===== config.mk =====
export PLATFORM = sky130hd
export DESIGN_NAME = pipe_skid_reg
export DESIGN_NICKNAME = d
export VERILOG_FILES = /design/src/rtl/pipe_skid_reg_pkg.sv /design/src/rtl/pipe_skid_reg_entry.sv /design/src/rtl/pipe_skid_reg.sv
export SDC_FILE = /design/constraint.sdc
export NUM_CORES = 1
export LEC_CHECK = 0
export BUFFER_PORTS_ARGS = -buffer_cell sky130_fd_sc_hd__buf_2
export CAP_MARGIN = 20
export CORE_ASPECT_RATIO = 0.8
export CORE_UTILIZATION = 49
export CTS_CLUSTER_SIZE = 16
export DETAILED_ROUTE_END_ITERATION = 8
export HOLD_SLACK_MARGIN = 0.02
export MAX_ROUTING_LAYER = met4
export PLACE_DENSITY = 0.76
export SYNTH_ARGS = -nofsm -noshare
export SYNTH_HDL_FRONTEND = slang
export SYNTH_HIERARCHICAL = 1
export SYNTH_SLANG_ARGS = --single-unit

===== constraint.sdc =====
create_clock -name clk -period 2.1 [get_ports clk]
set_clock_uncertainty 0.2 [all_clocks]
set_input_delay 0.21 -clock clk [delete_from_list [all_inputs] [get_ports clk]]
set_output_delay 0.21 -clock clk [all_outputs]
set_load 0.1 [all_outputs]

===== src/rtl/pipe_skid_reg_pkg.sv =====
// Shared pipeline constants and the skid stage state encoding.
// Type/constant definitions only; no latency or backpressure of its own.
package pipe_skid_reg_pkg;

  typedef enum logic [1:0] {
    ST_EMPTY = 2'd0,
    ST_ONE   = 2'd1,
    ST_FULL  = 2'd2
  } skid_state_e;

  localparam int MEM_WB_DATA_W = 128;
  localparam int MEM_WB_CTRL_W = 8;

  function automatic logic [1:0] state_occupancy(input skid_state_e s);
    logic [1:0] occ;
    occ = 2'd0;
    case (s)
      ST_ONE:  occ = 2'd1;
      ST_FULL: occ = 2'd2;
      default: occ = 2'd0;
    endcase
    return occ;
  endfunction

endpackage


===== src/rtl/pipe_skid_reg_entry.sv =====
// One skid storage slot: payload+control register with load, clear-to-default and valid bit.
// Updates one cycle after ld/clr/inval; no backpressure, the owner sequences it.
module skid_entry #(
  parameter int                 DATA_W       = 128,
  parameter int                 CTRL_W       = 8,
  parameter logic [CTRL_W-1:0]  CTRL_DEFAULT = '0
) (
  input  logic              clk,
  input  logic              rst,
  input  logic              clr,
  input  logic              ld,
  input  logic              inval,
  input  logic [DATA_W-1:0] ld_data,
  input  logic [CTRL_W-1:0] ld_ctrl,
  output logic [DATA_W-1:0] data,
  output logic [CTRL_W-1:0] ctrl
);

  logic [DATA_W-1:0] data_q, data_d;
  logic [CTRL_W-1:0] ctrl_q, ctrl_d;
  logic              vld_q, vld_d;

  always_comb begin
    data_d = data_q;
    ctrl_d = ctrl_q;
    vld_d  = vld_q;
    if (clr) begin
      data_d = '0;
      ctrl_d = CTRL_DEFAULT;
      vld_d  = 1'b0;
    end else if (ld) begin
      data_d = ld_data;
      ctrl_d = ld_ctrl;
      vld_d  = 1'b1;
    end else if (inval) begin
      vld_d  = 1'b0;
    end
  end

  always_ff @(posedge clk) begin
    if (rst) begin
      data_q <= '0;
      ctrl_q <= CTRL_DEFAULT;
      vld_q  <= 1'b0;
    end else begin
      data_q <= data_d;
      ctrl_q <= ctrl_d;
      vld_q  <= vld_d;
    end
  end

  assign data = data_q;
  // An invalid slot never presents live control, so a drained stage cannot write a register.
  assign ctrl = vld_q ? ctrl_q : CTRL_DEFAULT;

endmodule


===== src/rtl/pipe_skid_reg.sv =====
// Two-entry skid pipeline register (MEM/WB by default) with stall and flush; 1-cycle latency.
// Backpressure: in_ready is low when both entries are held or stall is high, independent of out_ready.
module pipe_skid_reg
  import pipe_skid_reg_pkg::*;
#(
  parameter int                DATA_W       = MEM_WB_DATA_W,
  parameter int                CTRL_W       = MEM_WB_CTRL_W,
  parameter logic [CTRL_W-1:0] CTRL_DEFAULT = '0
) (
  input  logic              clk,
  input  logic              rst,
  input  logic              in_valid,
  output logic              in_ready,
  input  logic [DATA_W-1:0] in_data,
  input  logic [CTRL_W-1:0] in_ctrl,
  output logic              out_valid,
  input  logic              out_ready,
  output logic [DATA_W-1:0] out_data,
  output logic [CTRL_W-1:0] out_ctrl,
  input  logic              stall,
  input  logic              flush,
  output logic [1:0]        occupancy
);

  skid_state_e state_q, state_d;
  logic enq, deq;
  logic main_ld, main_from_skid, main_inval;
  logic skid_ld, skid_inval;
  logic [DATA_W-1:0] main_ld_data, skid_data;
  logic [CTRL_W-1:0] main_ld_ctrl, skid_ctrl;

  always_ff @(posedge clk) begin
    if (rst) state_q <= ST_EMPTY;
    else     state_q <= state_d;
  end

  assign in_ready  = (state_q != ST_FULL) & ~stall;
  assign out_valid = (state_q != ST_EMPTY);
  assign occupancy = state_occupancy(state_q);
  assign enq       = in_valid & in_ready;
  assign deq       = out_valid & out_ready & ~stall;

  always_comb begin
    state_d = state_q;
    if (flush) begin
      state_d = ST_EMPTY;
    end else if (!stall) begin
      case (state_q)
        ST_EMPTY: if (enq) state_d = ST_ONE;
        ST_ONE: begin
          if (enq && !deq)      state_d = ST_FULL;
          else if (!enq && deq) state_d = ST_EMPTY;
        end
        ST_FULL:  if (deq) state_d = ST_ONE;
        default:  state_d = ST_EMPTY;
      endcase
    end
  end

  always_comb begin
    main_ld        = 1'b0;
    main_from_skid = 1'b0;
    main_inval     = 1'b0;
    skid_ld        = 1'b0;
    skid_inval     = 1'b0;
    if (!flush && !stall) begin
      case (state_q)
        ST_EMPTY: main_ld = enq;
        ST_ONE: begin
          main_ld    = enq & deq;
          skid_ld    = enq & ~deq;
          main_inval = ~enq & deq;
        end
        ST_FULL: begin
          main_ld        = deq;
          main_from_skid = deq;
          skid_inval     = deq;
        end
        default: main_inval = 1'b1;
      endcase
    end
  end

  assign main_ld_data = main_from_skid ? skid_data : in_data;
  assign main_ld_ctrl = main_from_skid ? skid_ctrl : in_ctrl;

  skid_entry #(
    .DATA_W       (DATA_W),
    .CTRL_W       (CTRL_W),
    .CTRL_DEFAULT (CTRL_DEFAULT)
  ) u_main (
    .clk     (clk),
    .rst     (rst),
    .clr     (flush),
    .ld      (main_ld),
    .inval   (main_inval),
    .ld_data (main_ld_data),
    .ld_ctrl (main_ld_ctrl),
    .data    (out_data),
    .ctrl    (out_ctrl)
  );

  skid_entry #(
    .DATA_W       (DATA_W),
    .CTRL_W       (CTRL_W),
    .CTRL_DEFAULT (CTRL_DEFAULT)
  ) u_skid (
    .clk     (clk),
    .rst     (rst),
    .clr     (flush),
    .ld      (skid_ld),
    .inval   (skid_inval),
    .ld_data (in_data),
    .ld_ctrl (in_ctrl),
    .data    (skid_data),
    .ctrl    (skid_ctrl)
  );

endmodule


==> results.yml <==
outcome:
  status: "complete, but fails checks"
  failed_checks: "setup timing"
sta:
  fmax_mhz: 457.7
  rsz0062_at_grt: "true"
  setup-violations-final: 36
  setup_tns_ns: -0.6828
  min_period_over_period: 1.040
  relSlewSlack: 0.5629
  setup_slack_ns: -0.08479
  final_max_slew_viol_count: 0
  tightest_slew_ns: 0.6556
  hold_viol: 0
  final.min_clock_period_ns: 2.185
floorplan:
  rows: 51
  core_area_mm2: 0.02476
  die_area_mm2: 0.02626
  die_h_um: 145.1
  pin_count: 282
  initial_core_util: 0.5069
  fp.dieW_um: 180.9
worst_setup_path:
  cp.required_ns: 2.30
  start_kind: "register"
  arrival_ns: 2.38
  path_class: "register to register"
  crit_fanout: 9
  worst_setup_path_end_kind: "register"
yosys:
  yosys_warnings: 6
  ys_ff_latch: 276
  synth_cells: 1084
  synth_cell_types: 31
  seq_area_frac_synth: 0.4403
  yosys.area.top_type_share: 0.4403
  synth_top_area_cell: "dfxtp_1"
  avgSynthCellArea_um2: 11.58
  synth_area_leaders: "dfxtp_1 (44%), mux2i_1 (22%), mux2_4 (12%)"
  synth_area_mm2: 0.01255
  syn_nets: 1228
routing:
  finalWirelength_um: 32970
  ant_nets: 0
  drc_errors: 0
  drt_pre_antenna_iters: 7
  wl_per_cell_um: 17.57
  first_iter_violations: 519
  viasPerCell: 5.056
  via_count: 9491
clock_tree:
  htreeDepth: 1
  cts_buffers: 28
  clk_latency_ns: 0.54
  clock-sinks: 276
  clockBufferDepth: 3
  clockRootBuffer: "clkbuf_16"
  cts_tree: "built"
  clkTransAtPathRegs_ns: 0.07
pwr:
  power_frac_comb: 0.108
  ir_drop_v: 0.0005605
  finalPower_mw: 12.12
  power.leakage_nw: 7.046
  power.density_mw_per_mm2: 702.0
  seqPwrFrac: 0.437
  internal_power_mw: 9.304
  p_clk_frac: 0.454
  switching_share: 0.2322
  power.net_switching_mw: 2.814
finish:
  post-route-util: 0.6972
  nets: 1680
  layout_common_cells: "nor2_1 (275), buf_2 (275), dfxtp_1 (274)"
  synthToLayoutAreaGrowth_pct: 37.55
  drive_gt1_frac: 0.3697
placed_design:
  numPortBuffers: 281
  hpwl_um: 19360
  place.gp.congestion: 0.8001
global_route:
  track_usage: 0.2430
  grt_pass1_vias: 10024
  antenna_found_initial: 1
  grt_max_degree: 56
  grt_overflow_total: 0
  grt_first_pass_wirelength_um: 50850
job:
  cap_violations: 0
hold_path:
  hp-class: "input pin to register"
## worst max-delay path: stages (launching register included)
cell     delay, ns
dfxtp_2       0.33
buf_6         0.12
nor2b_4       0.17
and3_4        0.28
buf_12        0.19
buf_4         0.17
mux2_4        0.31
mux2i_1       0.19
nor2_1        0.08
## layout make-up
cell class	count	area, um^2
fill	1710	7497
sequential	276	5528
timing repair buffer	498	4025
inverter	4	15.01
antenna	1	2.502
clock buffer	40	847.1
clock inverter	12	187.7
multi-input combinational	728	6259
tap	318	397.9
## cells by family after synthesis
| logic type | after synthesis | synth area share |
|---|---|---|
| and+or+nand+nor | 309 | 0.1001 |
| adders and majority gates | 2 | 0.001994 |
| AOI/OAI and AO/OA | 9 | 0.004885 |
| DFF | 276 | 0.4403 |
| buffers and inverters | 80 | 0.08325 |
| muxes | 408 | 0.3695 |
## sequential cells by signal, indices dropped and copies added, names as in the netlist
register,flops
u_main/vld_q,1
u_main/ctrl_q,8
u_main/data,128
u_skid/vld_q,1
u_skid/ctrl_q,8
state_q,2
u_skid/data,128
## worst paths after layout
kind              slack, ns                            end                           from  cells after the start
setup / recovery      -0.08   u_main/data[53]$_SDFFE_PP0P_        state_q[0]$_SDFFE_PP0P_                      8
hold / removal         0.26  u_skid/ctrl_q[3]$_SDFFE_PP0P_                     in_ctrl[3]                      4
setup reg to reg      -0.08   u_main/data[53]$_SDFFE_PP0P_        state_q[0]$_SDFFE_PP0P_                      8
hold reg to reg        0.29  u_skid/ctrl_q[5]$_SDFFE_PP0P_  u_skid/ctrl_q[5]$_SDFFE_PP0P_                      2
## through the flow
| step | std cells | instance area (um^2) | hold slack, ns | worst slack, ns |
|---|---|---|---|---|
| 3_5_place_dp | 1661 | 14290 | 0.2512 | -0.09139 |
| 4_1_cts | 1872 | 17000 | 0.2291 | -0.03154 |
| 5_1_grt | 1877 | 17260 | 0.2564 | -0.1169 |
| 2_1_floorplan | 1084 | 12720 | 0.07532 | -0.4770 |
| 6_report | 1877 | 17260 | 0.2565 | -0.08479 |
| 3_3_place_gp | 1661 | 14290 | 0.2430 | -0.03658 |
## cells in the mapped netlist
cell type / count
dfxtp_1: 276
nor2_1: 276
mux2i_1: 272
mux2_4: 102
buf_12: 42
mux2_2: 34
buf_2: 30
and2_1: 18
inv_1: 4
a21oi_1: 3
buf_6: 3
a211oi_1: 2
ha_1: 2
nand2b_1: 2
or2_1: 2
a22oi_1: 1
a32oi_1: 1
and2b_2: 1
and3_1: 1
and3_4: 1
clkbuf_2: 1
nand2_1: 1
nand3_1: 1
nor2b_1: 1
nor2b_4: 1
nor3_1: 1
nor4b_1: 1
o211a_1: 1
o21ai_0: 1
or2_2: 1
or2b_1: 1
## power groups by stage
stage          Combinational, mW  Sequential (mW)  Clock [mW]
6_report                    1.31             5.30        5.51
2_1_floorplan              0.528             5.66           0
4_1_cts                     1.28             5.30        5.59
3_5_place_dp                1.06             5.41           0
3_3_place_gp                1.05             5.41           0
5_1_grt                     1.38             5.30        5.81
## per-layer routing
metal	share of wire	track usage	vias to the layer above	wire [um]
li1	-	-	4594	-
met1	0.43	0.2817	4518	14170
met2	0.49	0.4212	302	16180
met3	0.050	0.04217	77	1638
met4	0.030	0.08590	0	988
met5	0	-	-	0
## repair_timing
| action | 4_1_cts | 5_1_grt |
|---|---|---|
| gates resized for setup | 19 | 41 |
| setup buffers | 15 | 2 |
| gates cloned | 3 | 5 |
| hold buffers | 141 | 0 |
| setup endpoints to repair | 180 | 235 |
| hold endpoints to repair | 274 | 0 |
| pin swaps | 6 | 16 |
No activity file was read; power rests on OpenSTA's default activity.
